$ cat config.mk
export PLATFORM = sky130hd
export DESIGN_NAME = alu_cmd_queue
export DESIGN_NICKNAME = d
export VERILOG_FILES = /design/src/rtl/alu_cmd_queue.sv
export SDC_FILE = /design/constraint.sdc
export NUM_CORES = 1
export LEC_CHECK = 0
export ABC_AREA = 1
export CAP_MARGIN = 20
export CELL_PAD_IN_SITES_DETAIL_PLACEMENT = 0
export CELL_PAD_IN_SITES_GLOBAL_PLACEMENT = 1
export CORE_MARGIN = 1
export CORE_UTILIZATION = 41
export DETAILED_ROUTE_END_ITERATION = 16
export PLACE_DENSITY = 0.79
export RECOVER_POWER = 50
export SYNTH_ARGS = -nofsm -noshare
export SYNTH_HDL_FRONTEND = slang
export SYNTH_SLANG_ARGS = --single-unit
$ cat constraint.sdc
create_clock -name clk -period 2.7 [get_ports clk]
set_clock_uncertainty 0.05 [all_clocks]
set_input_delay 0.81 -clock clk [delete_from_list [all_inputs] [get_ports clk]]
set_output_delay 0.81 -clock clk [all_outputs]
set_load 0.02 [all_outputs]
$ cat src/rtl/alu_cmd_queue.sv
// alu_cmd_queue: FIFO-buffered issue stage for a combinational ALU, with a
// registered result slot toward the consumer and a saturating error count.
module alu_cmd_queue #(
    parameter int N     = 8,
    parameter int DEPTH = 4,
    parameter int CNT_W = 8
) (
    input  logic             clk,
    input  logic             rst,
    input  logic             in_valid,
    output logic             in_ready,
    input  logic [N-1:0]     in_op1,
    input  logic [N-1:0]     in_op2,
    input  logic [3:0]       in_cmd,
    output logic [N-1:0]     alu_op1,
    output logic [N-1:0]     alu_op2,
    output logic [3:0]       alu_cmd,
    input  logic [N-1:0]     alu_out,
    input  logic             alu_over,
    input  logic             alu_under,
    input  logic             alu_err,
    input  logic             alu_log,
    output logic             res_valid,
    input  logic             res_ready,
    output logic [N-1:0]     res_out,
    output logic             res_over,
    output logic             res_under,
    output logic             res_err,
    output logic             res_log,
    output logic [3:0]       res_cmd,
    output logic [CNT_W-1:0] err_cnt
);
    localparam int AW = $clog2(DEPTH);
    localparam int CW = AW + 1;
    logic [N-1:0]     r_op1 [DEPTH];
    logic [N-1:0]     r_op2 [DEPTH];
    logic [3:0]       r_cmd [DEPTH];
    logic [AW-1:0]    r_wp, r_rp;
    logic [CW-1:0]    r_cnt;
    logic             r_valid, r_over, r_under, r_err, r_log;
    logic [N-1:0]     r_out;
    logic [3:0]       r_res_cmd;
    logic [CNT_W-1:0] r_err_cnt;
    logic             w_empty, w_push, w_load;
    always_comb begin
        w_empty   = r_cnt == '0;
        in_ready  = r_cnt != CW'(DEPTH);
        w_push    = in_valid && in_ready;
        w_load    = !w_empty && (!r_valid || res_ready);
        alu_op1   = w_empty ? '0 : r_op1[r_rp];
        alu_op2   = w_empty ? '0 : r_op2[r_rp];
        alu_cmd   = w_empty ? '0 : r_cmd[r_rp];
        res_valid = r_valid;
        res_out   = r_out;
        res_over  = r_over;
        res_under = r_under;
        res_err   = r_err;
        res_log   = r_log;
        res_cmd   = r_res_cmd;
        err_cnt   = r_err_cnt;
    end
    // Entry storage needs no reset; validity is tracked by the pointers and count.
    always_ff @(posedge clk) begin
        if (w_push) begin
            r_op1[r_wp] <= in_op1;
            r_op2[r_wp] <= in_op2;
            r_cmd[r_wp] <= in_cmd;
        end
    end
    always_ff @(posedge clk) begin
        if (rst) begin
            r_wp      <= '0;
            r_rp      <= '0;
            r_cnt     <= '0;
            r_valid   <= 1'b0;
            r_out     <= '0;
            r_over    <= 1'b0;
            r_under   <= 1'b0;
            r_err     <= 1'b0;
            r_log     <= 1'b0;
            r_res_cmd <= '0;
            r_err_cnt <= '0;
        end else begin
            if (w_push) r_wp <= r_wp + AW'(1);
            if (w_load) r_rp <= r_rp + AW'(1);
            r_cnt <= r_cnt + CW'(w_push) - CW'(w_load);
            if (w_load) begin
                r_valid   <= 1'b1;
                r_out     <= alu_out;
                r_over    <= alu_over;
                r_under   <= alu_under;
                r_err     <= alu_err;
                r_log     <= alu_log;
                r_res_cmd <= alu_cmd;
            end else if (r_valid && res_ready) begin
                r_valid <= 1'b0;
            end
            if (w_load && alu_err && r_err_cnt != '1) r_err_cnt <= r_err_cnt + CNT_W'(1);
        end
    end
endmodule

==> flow_summary.toml <==
[outcome]
status = "complete, no violations"

[route]
first_pass_iters = 5
detail_route.iter0.violations = 94
wl_um = 9770
drc_errors = 0
vias_per_cell = 4.76
vias = 3339
ant_nets = 0
wl_per_cell_um = 13.9

[global_routing]
grt_usage = 0.180
grt_max_degree = 36
grt-ovfl-total = 0
grt_pass1_vias = 3430
antenna_found_initial = 0
grt_pass1_wl_um = 15900

[cells_and_area]
multi_input_area_um2 = 1300
fillers = 952
layout-drive-gt1-share = 0.105
area_growth_pct = 34.0
final_util = 0.570
num-nets-final = 591
diodes = 0
final-seq-area_um2 = 3090

[power]
switching_share = 0.355
p_int_mw = 4.70
total_power_mw = 7.30
p_sw_mw = 2.59
combPwrFrac = 0.369
leakage_nw = 2.43
p_per_area_nw_per_um2 = 1170
ir_drop_v = 0.000662
clkPwrFrac = 0.302
seq_power_share = 0.329

[timing]
period_needed_ns = 2.60
setup_violations = 0
max_freq_ghz = 0.384
post-route-period-util = 0.964
holdWs_ns = 0.427
tightestPinTransition_ns = 0.666
hold_viol_final = 0
slew_headroom = 0.555
drv_slew = 0

[clock_network]
hold_buffers = 0
cts_tree = "yes"
clock-root-buffer = "clkbuf_16"
clock_sinks = 114
clk_pin_slew_ns = 0.05
h-tree-depth = 4
clockBufferDepth = 2
insertion_delay_ns = 0.40
numCtsBuffers = 17

[critical_path]
crit_required_ns = 1.84
crit_chain = "buf_12 -> nor2_1 -> nor2_1 -> o21ai_0 -> a21oi_1 -> clkdlybuf4s15_1"
worst-path-max-fanout = 18
slowest_stage = "dfxtp_2"
endpoint_kind = "output pin"
path_class = "reg2out"
cp_data_arrival_time_ns = 1.74
cp_common_cell = "nor2_1"
worstSetupStartpointType = "flip-flop"
slowest_delay_ns = 0.43

[logic_synthesis]
postSynthAreaPerCell_um2 = 10.4
synth_edf_count = 80
synth_warnings = 0
synth.area.top_cells = "edfxtp_1 (51%), dfxtp_1 (15%), nor2_1 (10%)"
yosysTopAreaCell = "edfxtp_1"
ys_seq_area_frac = 0.660
synth_ff_type = "edfxtp_1"
synth_area_um2 = 4670
synth_top_area_share = 0.514
synth_cell_types = 29
synthCells = 450
synth.net_count = 493
yosys_register_bits = 114
yosysMostFrequentCell = "nor2_1"
async_flop_share = 0
synthTopCellsByCount = "nor2_1 (124), edfxtp_1 (80), o21ai_0 (50)"

[floorplan]
die-area_um2 = 11800
die_x_um = 109
ioPinCount = 82
start_util = 0.425
core_area_um2 = 11000
die_y_um = 109
fp-row-count = 38

[placement]
io_buffers = 81
hpwl_um = 6210
gp_congestion = 0.745

[worst_hold_path]
hp-class = "reg2reg"

[flow_run]
maxCapViolCount = 0
[cell type report]
cell class,count,area share
timing repair buffer,98,0.154
tap,140,0.0280
inverter,36,0.0220
clock buffer,18,0.0686
clock inverter,14,0.0262
sequential,114,0.493
multi-input combinational,281,0.208
[per-layer routing]
| layer | share of wire | vias to the layer above | GRT usage |
|---|---|---|---|
| li1 | - | 1699 | - |
| met5 | 0 | - | 0 |
| met1 | 0.44 | 1535 | 0.209 |
| met4 | 0.0058 | 0 | 0.0550 |
| met2 | 0.48 | 100 | 0.308 |
| met3 | 0.073 | 5 | 0.0687 |
[layout by cell type, fill, tap and decap left out, drive strengths merged, types with 3 or more instances in the layout]
cell / instances
nand2: 41
o21ai: 61
nor2: 127
edfxtp: 80
clkinv: 7
clkbuf: 31
clkdlybuf4s50: 38
dfxtp: 34
clkinvlp: 4
clkdlybuf4s15: 4
dlygate4sd3: 23
bufinv: 3
nand3: 5
a21oi: 34
inv: 36
buf: 12
ha: 6
dlygate4sd2: 8
xor2: 3
[sequential cells by signal, indices dropped and copies added, names as in the netlist, named ones only]
name	cells
res_valid	1
res_under	1
res_log	1
r_cmd	16
r_op2	32
res_out	8
r_cnt	3
err_cnt	8
r_rp	2
r_wp	2
res_err	1
res_over	1
r_op1	32
res_cmd	4
[worst max-delay path: cells and delay by family (launching register included)]
kind,cells,cell delay [ns]
AOI/OAI and AO/OA,2,0.27
DFF,1,0.43
and+or+nand+nor,2,0.14
buffers and inverters,2,0.51
[power by group through the flow]
stage / Combinational (mW) / Sequential, mW / Clock, mW
2_1_floorplan: 1.56 / 2.56 / 0
3_3_place_gp: 2.88 / 2.41 / 0
3_5_place_dp: 2.92 / 2.42 / 0
4_1_cts: 2.78 / 2.39 / 2.25
5_1_grt: 2.98 / 2.44 / 2.33
6_report: 2.69 / 2.40 / 2.20
[path summary, 6_finish.rpt]
kind | startpoint | cells past startpoint | to | slack, ns
max | flip-flop | 6 | alu_op1[4] | 0.1
min | res_err | 2 | res_err | 0.43
max reg2reg | r_cnt[1] | 10 | r_cnt[2] | 0.80
min reg2reg | res_err | 2 | res_err | 0.43
[cells by family after synthesis]
| group | after synthesis | synth area share |
|---|---|---|
| DFF | 114 | 0.660 |
| buffers and inverters | 55 | 0.0522 |
| AOI/OAI and AO/OA | 95 | 0.102 |
| xor gates and xnor gates | 5 | 0.00938 |
| adders and majority gates | 7 | 0.0204 |
| and+or+nand+nor | 174 | 0.156 |
[metrics by stage]
stage               setup TNS [ns]  cells  instance area [um^2]  setup WS [ns]
finish                           0    701                  6260         0.0982
global route               -0.0230    701                  6260        -0.0134
CTS                              0    700                  6320         0.0148
detailed placement               0    668                  5750         0.0598
global placement                 0    668                  5750         0.0903
floorplan                        0    450                  4670          0.449
[timing repair]
action                                 4_1_cts  5_1_grt
endpoints found under the hold margin        0        0
buffers inserted                             0        0
cloned                                       0        1
gates resized for setup                     24       21
setup endpoints to repair                   20       17
Power figures use the tool's default switching activity.
